## src/rtl/flag_cond_resolver_pkg.sv

```systemverilog
// -----------------------------------------------------------------------------
// flag_cond_resolver_pkg
// Constants shared by the branch resolver and the condition evaluator:
//   - 4-bit condition codes COND_AL..COND_LE
//   - bit positions of each flag inside the 8-bit flag word
//   - state encoding of the resolver FSM
// -----------------------------------------------------------------------------
package flag_cond_resolver_pkg;

   // Condition codes. Codes come in pairs: the odd code is the complement
   // of the even code just below it.
   localparam logic [3:0] COND_AL = 4'd0;
   localparam logic [3:0] COND_NV = 4'd1;
   localparam logic [3:0] COND_EQ = 4'd2;
   localparam logic [3:0] COND_NE = 4'd3;
   localparam logic [3:0] COND_CS = 4'd4;
   localparam logic [3:0] COND_CC = 4'd5;
   localparam logic [3:0] COND_MI = 4'd6;
   localparam logic [3:0] COND_PL = 4'd7;
   localparam logic [3:0] COND_VS = 4'd8;
   localparam logic [3:0] COND_VC = 4'd9;
   localparam logic [3:0] COND_HI = 4'd10;
   localparam logic [3:0] COND_LS = 4'd11;
   localparam logic [3:0] COND_GE = 4'd12;
   localparam logic [3:0] COND_LT = 4'd13;
   localparam logic [3:0] COND_GT = 4'd14;
   localparam logic [3:0] COND_LE = 4'd15;

   // Flag word bit map.
   localparam int FLAG_C = 0;
   localparam int FLAG_Z = 1;
   localparam int FLAG_N = 2;
   localparam int FLAG_V = 3;
   localparam int FLAG_P = 4;
   localparam int FLAG_H = 5;
   localparam int FLAG_I = 6;
   localparam int FLAG_U = 7;

   // Resolver FSM states.
   localparam logic [1:0] ST_IDLE  = 2'd0;
   localparam logic [1:0] ST_CHECK = 2'd1;
   localparam logic [1:0] ST_FLUSH = 2'd2;

endpackage

```

## src/rtl/flag_cond_resolver_cond_eval.sv

```systemverilog
// -----------------------------------------------------------------------------
// cond_eval
// Purely combinational condition-code evaluator.
// Ports:
//   flags [7:0] : flag word (C,Z,N,V,P,H,I,U from bit 0 upward)
//   cond  [3:0] : condition code
//   hit         : 1 when the condition holds for the given flags
// Only C, Z, N and V take part in any condition.
// -----------------------------------------------------------------------------
module cond_eval
   import flag_cond_resolver_pkg::*;
(
   input  logic [7:0] flags,
   input  logic [3:0] cond,
   output logic       hit
);

   logic c_f, z_f, n_f, v_f;
   logic unused_flags;

   assign c_f = flags[FLAG_C];
   assign z_f = flags[FLAG_Z];
   assign n_f = flags[FLAG_N];
   assign v_f = flags[FLAG_V];

   // P, H, I and U are carried in the word but never tested.
   assign unused_flags = ^flags[FLAG_U:FLAG_P];

   always_comb begin
      hit = 1'b0;
      case (cond)
         COND_AL: hit = 1'b1;
         COND_NV: hit = 1'b0;
         COND_EQ: hit = z_f;
         COND_NE: hit = ~z_f;
         COND_CS: hit = c_f;
         COND_CC: hit = ~c_f;
         COND_MI: hit = n_f;
         COND_PL: hit = ~n_f;
         COND_VS: hit = v_f;
         COND_VC: hit = ~v_f;
         COND_HI: hit = c_f & ~z_f;
         COND_LS: hit = ~c_f | z_f;
         COND_GE: hit = (n_f == v_f);
         COND_LT: hit = (n_f != v_f);
         COND_GT: hit = ~z_f & (n_f == v_f);
         COND_LE: hit = z_f | (n_f != v_f);
         default: hit = 1'b0;
      endcase
   end

endmodule

```

## src/rtl/flag_cond_resolver.sv

```systemverilog
// -----------------------------------------------------------------------------
// flag_cond_resolver
// Consumer end of the flag register. Accepts a conditional-branch request,
// waits while a flag write is in flight, evaluates the condition on the
// settled flag word and drives the PC-load / pipeline-flush sequence.
//
// Handshake: a request transfers on a rising edge where req_valid and
// req_ready are both high. req_ready is high only in IDLE outside the Done
// cycle; request inputs are ignored whenever req_ready is low.
//
// Ports:
//   clk, rst_n        : clock (rising edge), asynchronous active-low reset
//   flags, flag_busy  : flag word and "flag write in flight" (used in CHECK only)
//   req_valid/ready   : request handshake
//   req_cond/pc/target: condition code, branch address, branch target
//   done              : one-cycle pulse when a resolution completes
//   taken             : last resolution result, held until the next done
//   pc_load           : one-cycle pulse, load pc_next into the PC
//   pc_next           : resolved next PC
//   flush             : squash younger stages (FLUSH_CYCLES cycles when taken)
//   taken_count       : saturating count of taken branches
//   state_dbg         : current FSM state
// -----------------------------------------------------------------------------
module flag_cond_resolver
   import flag_cond_resolver_pkg::*;
#(
   parameter int PC_W         = 16,
   parameter int PC_INC       = 1,
   parameter int FLUSH_CYCLES = 2,
   parameter int CNT_W        = 16
)
(
   input  logic             clk,
   input  logic             rst_n,
   input  logic [7:0]       flags,
   input  logic             flag_busy,
   input  logic             req_valid,
   output logic             req_ready,
   input  logic [3:0]       req_cond,
   input  logic [PC_W-1:0]  req_pc,
   input  logic [PC_W-1:0]  req_target,
   output logic             done,
   output logic             taken,
   output logic             pc_load,
   output logic [PC_W-1:0]  pc_next,
   output logic             flush,
   output logic [CNT_W-1:0] taken_count,
   output logic [1:0]       state_dbg
);

   // The PCLoad cycle is the first flush cycle, so the counter is loaded
   // with the number of flush cycles still remaining after it.
   localparam logic [3:0]      FLUSH_LOAD = 4'(FLUSH_CYCLES - 1);
   localparam logic [PC_W-1:0] PC_STEP    = PC_W'(PC_INC);
   localparam logic [CNT_W-1:0] CNT_ONE   = CNT_W'(1);

   logic [1:0]       state_q;
   logic [3:0]       cond_q;
   logic [PC_W-1:0]  pc_q;
   logic [PC_W-1:0]  target_q;
   logic [3:0]       flush_cnt_q;
   logic             done_q;
   logic             taken_q;
   logic             pc_load_q;
   logic [PC_W-1:0]  pc_next_q;
   logic             flush_q;
   logic [CNT_W-1:0] taken_count_q;
   logic             hit;

   cond_eval u_cond_eval (
      .flags (flags),
      .cond  (cond_q),
      .hit   (hit)
   );

   // On the not-taken path the FSM is already back in IDLE during the Done
   // cycle; holding ready low there gives the first accept one cycle later.
   assign req_ready = (state_q == ST_IDLE) && !done_q;

   always_ff @(posedge clk or negedge rst_n) begin
      if (!rst_n) begin
         state_q       <= ST_IDLE;
         cond_q        <= 4'd0;
         pc_q          <= '0;
         target_q      <= '0;
         flush_cnt_q   <= 4'd0;
         done_q        <= 1'b0;
         taken_q       <= 1'b0;
         pc_load_q     <= 1'b0;
         pc_next_q     <= '0;
         flush_q       <= 1'b0;
         taken_count_q <= '0;
      end else begin
         done_q    <= 1'b0;
         pc_load_q <= 1'b0;
         case (state_q)
            ST_IDLE: begin
               if (req_valid && req_ready) begin
                  cond_q   <= req_cond;
                  pc_q     <= req_pc;
                  target_q <= req_target;
                  state_q  <= ST_CHECK;
               end
            end
            ST_CHECK: begin
               if (!flag_busy) begin
                  done_q  <= 1'b1;
                  taken_q <= hit;
                  if (hit) begin
                     pc_next_q   <= target_q;
                     pc_load_q   <= 1'b1;
                     flush_q     <= 1'b1;
                     flush_cnt_q <= FLUSH_LOAD;
                     state_q     <= ST_FLUSH;
                     if (taken_count_q != {CNT_W{1'b1}}) begin
                        taken_count_q <= taken_count_q + CNT_ONE;
                     end
                  end else begin
                     pc_next_q <= pc_q + PC_STEP;
                     state_q   <= ST_IDLE;
                  end
               end
            end
            ST_FLUSH: begin
               if (flush_cnt_q == 4'd0) begin
                  flush_q <= 1'b0;
                  state_q <= ST_IDLE;
               end else begin
                  flush_cnt_q <= flush_cnt_q - 4'd1;
               end
            end
            default: begin
               state_q <= ST_IDLE;
            end
         endcase
      end
   end

   assign done        = done_q;
   assign taken       = taken_q;
   assign pc_load     = pc_load_q;
   assign pc_next     = pc_next_q;
   assign flush       = flush_q;
   assign taken_count = taken_count_q;
   assign state_dbg   = state_q;

endmodule

```

## config.mk

```make
export PLATFORM = sky130hd
export DESIGN_NAME = flag_cond_resolver
export DESIGN_NICKNAME = d
export VERILOG_FILES = /design/src/rtl/flag_cond_resolver_pkg.sv /design/src/rtl/flag_cond_resolver_cond_eval.sv /design/src/rtl/flag_cond_resolver.sv
export SDC_FILE = /design/constraint.sdc
export NUM_CORES = 1
export LEC_CHECK = 0
export CORE_ASPECT_RATIO = 0.9
export CORE_MARGIN = 3
export CORE_UTILIZATION = 40
export CTS_BUF_LIST = sky130_fd_sc_hd__clkbuf_16
export CTS_CLUSTER_DIAMETER = 80
export DETAILED_ROUTE_END_ITERATION = 7
export DONT_BUFFER_PORTS = 1
export PLACE_DENSITY_LB_ADDON = 0.2
export SLEW_MARGIN = 10
export SYNTH_ARGS = -nofsm -noshare
export SYNTH_HDL_FRONTEND = slang
export SYNTH_HIERARCHICAL = 1
export SYNTH_SLANG_ARGS = --single-unit
```

## constraint.sdc

```tcl
create_clock -name clk -period 2.7 [get_ports clk]
set_clock_uncertainty 0.1 [all_clocks]
set_input_delay 0 -clock clk [delete_from_list [all_inputs] [get_ports clk]]
set_output_delay 0 -clock clk [all_outputs]
set_load 0.02 [all_outputs]
```

; ---- Word-level counts from Yosys, hierarchy flattened
; Index checks and enable logic that the tools add are counted.
[word_totals]
register_bits = 78
input_bits = 48
out_inout_bits = 39
elab_cells = 81
[op_classes]
add_sub_neg = 3
n_eq_ne = 25
n_mux = 20
bitwise_logic = 9
n_reduce_logical = 13
[op_table]
columns = op, n
row1 = 16-bit by 1-bit adder with 16-bit output (second input constant), 2
row2 = 4-bit == test (second input constant), 8
row3 = 4-bit by 3-bit == test with 1-bit output (second input constant), 4
row4 = 16-bit 2-to-1 mux, 1
row5 = 16-bit != test (second input constant), 1
row6 = 1-bit case mux with 16 select lines, 1
row7 = 4-bit 2-to-1 mux, 3
row8 = 4-bit AND reduction, 3
row9 = 4-bit by 2-bit == test with 1-bit output (second input constant), 2
row10 = 4-bit zero test, 2
row11 = 1-bit 2-to-1 mux, 8
row12 = 2-bit 2-to-1 mux, 4
row13 = 2-bit != test (second input constant), 4
row14 = 4-bit case mux with 2 select lines, 1
row15 = 2-bit case mux with 3 select lines, 1
row16 = 1-bit inverter, 5
row17 = 4-bit by 1-bit == test with 1-bit output (second input constant), 1
row18 = 2-bit AND reduction, 2
row19 = 4-bit by 1-bit subtractor with 4-bit output (second input constant), 1
row20 = 3-bit AND reduction, 1
row21 = 1-bit bitwise AND, 2
row22 = 2-bit by 1-bit == test with 1-bit output (second input constant), 1
row23 = 2-bit == test (second input constant), 1
row24 = 1-bit logical AND, 2
row25 = other kinds (8), 9

; ---- Longest topological paths before layout
[depth]
ltp_word = 6
ltp_mapped = 10
ltp_nobuf = 9

; ---- Hierarchy
; Netlist, hierarchy kept.
[modules_own_cells]
columns = module, n_inst, cells_each, area_each_um2, seq_area_each_um2
row1 = flag_cond_resolver, 1, 301, 3480.8, 1951.9
row2 = cond_eval, 1, 20, 152.6, 0.0

; ---- Worst setup path before layout
; OpenSTA, ideal clock, no wires.
[synth_path]
path_type = register to register
from = reg cond_q[3]
to = reg taken_count_q[13] (netlist: taken_count[13])
setup_time_ns = 0.130
arrival_ns = 2.163
t_required_ns = 2.470
slack_ns = 0.307
stages_incl_launch_ff = 11
path_buffers = 1
synth_period_minus_slack_ns = 2.393
path_cell_list = dfrtp_1 nand2b_1 o221ai_1 o21ai_0 o221ai_1 nand4bb_1 buf_2 or2_4 a2111oi_4 nand3_1 xnor2_1
[synth_via]
elab_chain_cells = 3
elab_cells_between_ends = 18
cone_classes = 15 x eq/ne / 1 x mux / 2 x reduce/logical
[synth_rtl]
columns = item, line
row1 = from (decl), flag_cond_resolver.sv:58  ; logic [3:0] cond_q;
row2 = from (signal assigned), flag_cond_resolver.sv:99  ; cond_q <= req_cond;
row3 = "4-bit == test, or another cell as far along", flag_cond_resolver_cond_eval.sv:31  ; case (cond)
row4 = 1-bit case mux with 16 select lines (*), flag_cond_resolver_cond_eval.sv:31
row5 = named net hit, flag_cond_resolver.sv:68  ; logic hit;
row6 = 4-bit AND reduction (no line) (*), n/a
row7 = to (signal assigned), flag_cond_resolver.sv:116  ; taken_count_q <= taken_count_q + CNT_ONE;
row8 = to (decl), flag_cond_resolver.sv:67  ; logic [CNT_W-1:0] taken_count_q;
; The timed path passes the listed nets; every way through them passes the cells marked *.
; A chain may end at the register's enable or synchronous reset.

; ---- Worst setup path after layout
[layout_path]
from = reg cond_q[3]
to = reg taken_count_q[14] (netlist: taken_count[14])
; Same word-level chain as after synthesis.

==> parameters.txt <==
Parameter                              Value

Timing
  Setup repair after global routing missed its margin ... no
  Final Slew Violations ... 0
  Final hold vios ... 0
  Worst Max-Slew Pin Slew ... 0.395 ns
  Worst slew margin ... 0.737
  Final worst path period need ... 2.52 ns
  Share of the cycle needed by the critical path after routing ... 0.934
  Post-route worst hold slack ... 0.0657 ns
  Final WS setup ... 0.178 ns
  Number of setup violations in the final report ... 0
  Fmax achieved ... 0.397 GHz
  Post-route setup TNS ... 0 ns

Floorplan
  Number of placed I/O pins ... 87
  X dimension of the die ... 106 um
  Initial core utilization ... 0.418
  Total die area ... 10300 um^2
  Floorplan row count ... 32
  Core box area ... 8690 um^2
  Die boundary height ... 96.4 um

Drt
  DRT Pass-1 Iters ... 4
  Drt via density ... 5.18
  First-iteration detailed-routing DRC count ... 115
  Via total after detailed routing ... 2552
  Wirelength, routed ... 8160 um
  Number of nets with antenna violations after detailed routing ... 0
  Average routed wire per standard cell ... 16.6 um
  DRC ... 0

Setup path
  R2r worst-path depth ... 9
  Required time of the critical path ... 2.80 ns
  Type of the worst setup path ... reg -> reg
  Kind of launch point of the worst setup path ... register
  Category of the worst setup path capture point ... register
  Arrival time reported for the critical path endpoint ... 2.63 ns
  Largest fanout on the critical path ... 7

Clock network
  CTS buffer count ... 9
  CTS root buffer ... sky130_fd_sc_hd__clkbuf_16
  CTS H-tree lvls ... 3
  CTS resizes ... 0
  Insertion delay to the later sink of the worst-skew pair ... 0.33 ns
  Clock slew at reported path FFs ... 0.06 ns
  CTS tree ... done
  Num Clock Sinks ... 78
  Clk buf depth ... 2

Placement
  DP Worst Slack ... 0.161 ns
  Post-detail-place hpwl ... 5450 um
  Dpl cells ... 438
  Buffers on Ports ... 0
  Last weighted congestion value of the routability-driven placer ... 0.836

Final layout
  Number of nets in the layout ... 421
  Post-route non-filler standard cell count ... 493
  Layout filler cell count ... 794
  Synth-to-Final Area Change ... 24.6%
  Layout cells sized above 1 ... 0.174
  Number of inserted diodes ... 0

Synthesis
  Distinct cells, synth ... 41
  Fraction of synthesized cell area taken by the top area cell type ... 0.537
  Synth Warn # ... 6
  Fraction of synthesis flops using an asynchronous set or reset pin ... 1.00
  Top area cells in the synthesized netlist ... sky130_fd_sc_hd__dfrtp_1 (54%), sky130_fd_sc_hd__mux2_2 (11%), sky130_fd_sc_hd__xnor2_1 (5.1%)
  Sequential area share after synthesis ... 0.537
  Syn_nets ... 373
  Syn Area/Cell ... 11.3 um^2
  Flop and latch count out of synthesis ... 78
  Synth Instances ... 321
  Dominant cell by count in the synthesized netlist ... sky130_fd_sc_hd__dfrtp_1
  Cell taking the most area after synthesis ... sky130_fd_sc_hd__dfrtp_1
  Number of flops mapped to enable cells by yosys ... 0
  Predominant post-synthesis flop cell ... sky130_fd_sc_hd__dfrtp_1
  Post-synth design cell area ... 3630 um^2
  Most numerous cell types in the synthesized netlist ... sky130_fd_sc_hd__dfrtp_1 (78), sky130_fd_sc_hd__mux2_2 (36), sky130_fd_sc_hd__nand2_1 (27), sky130_fd_sc_hd__nor2_1 (24), sky130_fd_sc_hd__xnor2_1 (21)

Global route
  Global route overflow ... 0
  Number of antenna violations at the first check in global routing ... 0
  Largest net degree at the start of global routing ... 79
  Global-route wire length before repair ... 13100 um
  Total Routing Usage GR ... 0.166
  Via count of the first global-routing pass ... 2559

Worst hold path
  Cell count of the worst hold path ... 4
  Path category of the worst min-delay check ... in -> reg

Outcome
  Result of the run ... finished, final reports clean

Power
  Max rail drop VDD ... 451 uV
  Static Leak ... 1.92 nW
  Power density over the cells ... 1140 nW/um^2

Run
  Number of maximum-capacitance constraint violations ... 0
## per-stage QoR
step | area [um^2] | util | total power [mW]
floorplan | 3630 | - | 3.39
global placement | 3810 | 0.439 | 3.82
detailed placement | 3810 | 0.439 | 3.87
CTS | 4530 | 0.521 | 5.21
global route | 4530 | 0.521 | 5.53
finish | 4530 | 0.521 | 5.15
## worst max-delay path: stages, from the launching register on
cell and delay [ns]:
sky130_fd_sc_hd__dfrtp_1 0.43, sky130_fd_sc_hd__nand2b_1 0.18, sky130_fd_sc_hd__o221ai_1 0.22, sky130_fd_sc_hd__o21ai_0 0.16
sky130_fd_sc_hd__o221ai_2 0.21, sky130_fd_sc_hd__nand4bb_1 0.17, sky130_fd_sc_hd__or2_4 0.33, sky130_fd_sc_hd__nor4_4 0.31
sky130_fd_sc_hd__nand4_1 0.15, sky130_fd_sc_hd__xnor2_1 0.15
## flip-flops by register name, indices dropped and copies added, names as in the netlist
register and count:
done 1, pc_q 16, target_q 16, cond_q 4, flush 1, pc_load 1
taken 1, taken_count 16, pc_next 16, state_dbg 2, flush_cnt_q 4
## cells in the final DEF (no fill, tap or decap), types with 5 or more instances in the layout
cell type and instances:
sky130_fd_sc_hd__nor3_1 5, sky130_fd_sc_hd__inv_1 10, sky130_fd_sc_hd__dfrtp_1 78, sky130_fd_sc_hd__nand2_1 27, sky130_fd_sc_hd__xor2_1 12, sky130_fd_sc_hd__buf_4 6
sky130_fd_sc_hd__and3_1 8, sky130_fd_sc_hd__clkbuf_16 9, sky130_fd_sc_hd__clkinv_1 5, sky130_fd_sc_hd__nor2_1 24, sky130_fd_sc_hd__a21oi_1 14, sky130_fd_sc_hd__nand3_1 12
sky130_fd_sc_hd__dlygate4sd3_1 38, sky130_fd_sc_hd__nand4_1 6, sky130_fd_sc_hd__mux2_2 36, sky130_fd_sc_hd__xnor2_1 21, sky130_fd_sc_hd__o21ai_0 18
## layer usage
layer / GRT usage / up-vias / routed length [um]
met3: 0.0698 / 12 / 707
li1: - / 1217 / -
met1: 0.214 / 1246 / 3610
met2: 0.257 / 77 / 3730
met5: 0 / - / 0
met4: 0.0511 / 0 / 114
## final timing paths
check | from | to | slack [ns]
worst max-delay path | cond_q[3]$_DFFE_PN0P_ | taken_count[14]$_DFFE_PN0P_ | 0.18
worst min-delay path | flag_busy | pc_next[11]$_DFFE_PN0P_ | 0.07
worst max register to register | cond_q[3]$_DFFE_PN0P_ | taken_count[14]$_DFFE_PN0P_ | 0.18
worst min register to register | target_q[9]$_DFFE_PN0P_ | target_q[9]$_DFFE_PN0P_ | 0.40
max in group asynchronous | rst_n | pc_q[5]$_DFFE_PN0P_ | 2.05
min in group asynchronous | rst_n | taken_count[15]$_DFFE_PN0P_ | 0.12
## final cells by class
class | instances | area (um^2) | share of cell area
Sequential cell | 78 | 1950 | 0.431
Multi-Input combinational cell | 224 | 1610 | 0.356
Timing Repair Buffer | 46 | 473 | 0.104
Clock buffer | 9 | 225 | 0.0498
Tap cell | 119 | 149 | 0.0329
Clock inverter | 7 | 78.8 | 0.0174
Inverter | 10 | 37.5 | 0.00829
## kinds of logic (layout without fill, tap and decap cells)
| kind of cell | count (synthesis) | count (layout) | share of synthesized area |
|---|---|---|---|
| muxes | 38 | 38 | 0.117 |
| buffers and inverters | 19 | 72 | 0.0213 |
| adders and majority gates | 4 | 4 | 0.0138 |
| xor gates and xnor gates | 34 | 34 | 0.0840 |
| and+or+nand+nor | 103 | 103 | 0.147 |
| AOI/OAI and AO/OA | 45 | 45 | 0.0792 |
| DFF | 78 | 78 | 0.537 |
## timing repair
item / 4_1_cts / 5_1_grt
hold buffers: 39 / 0
endpoints found under the hold margin: 117 / 0
setup buffers: 0 / 0
setup endpoints to repair: 0 / 1
## power by group
part / internal [mW] / switching, mW
clock network: 0.793 / 0.451
registers: 1.65 / 0.687
logic: 0.799 / 0.775
total: 3.24 / 1.91
Power figures use the tool's default switching activity.
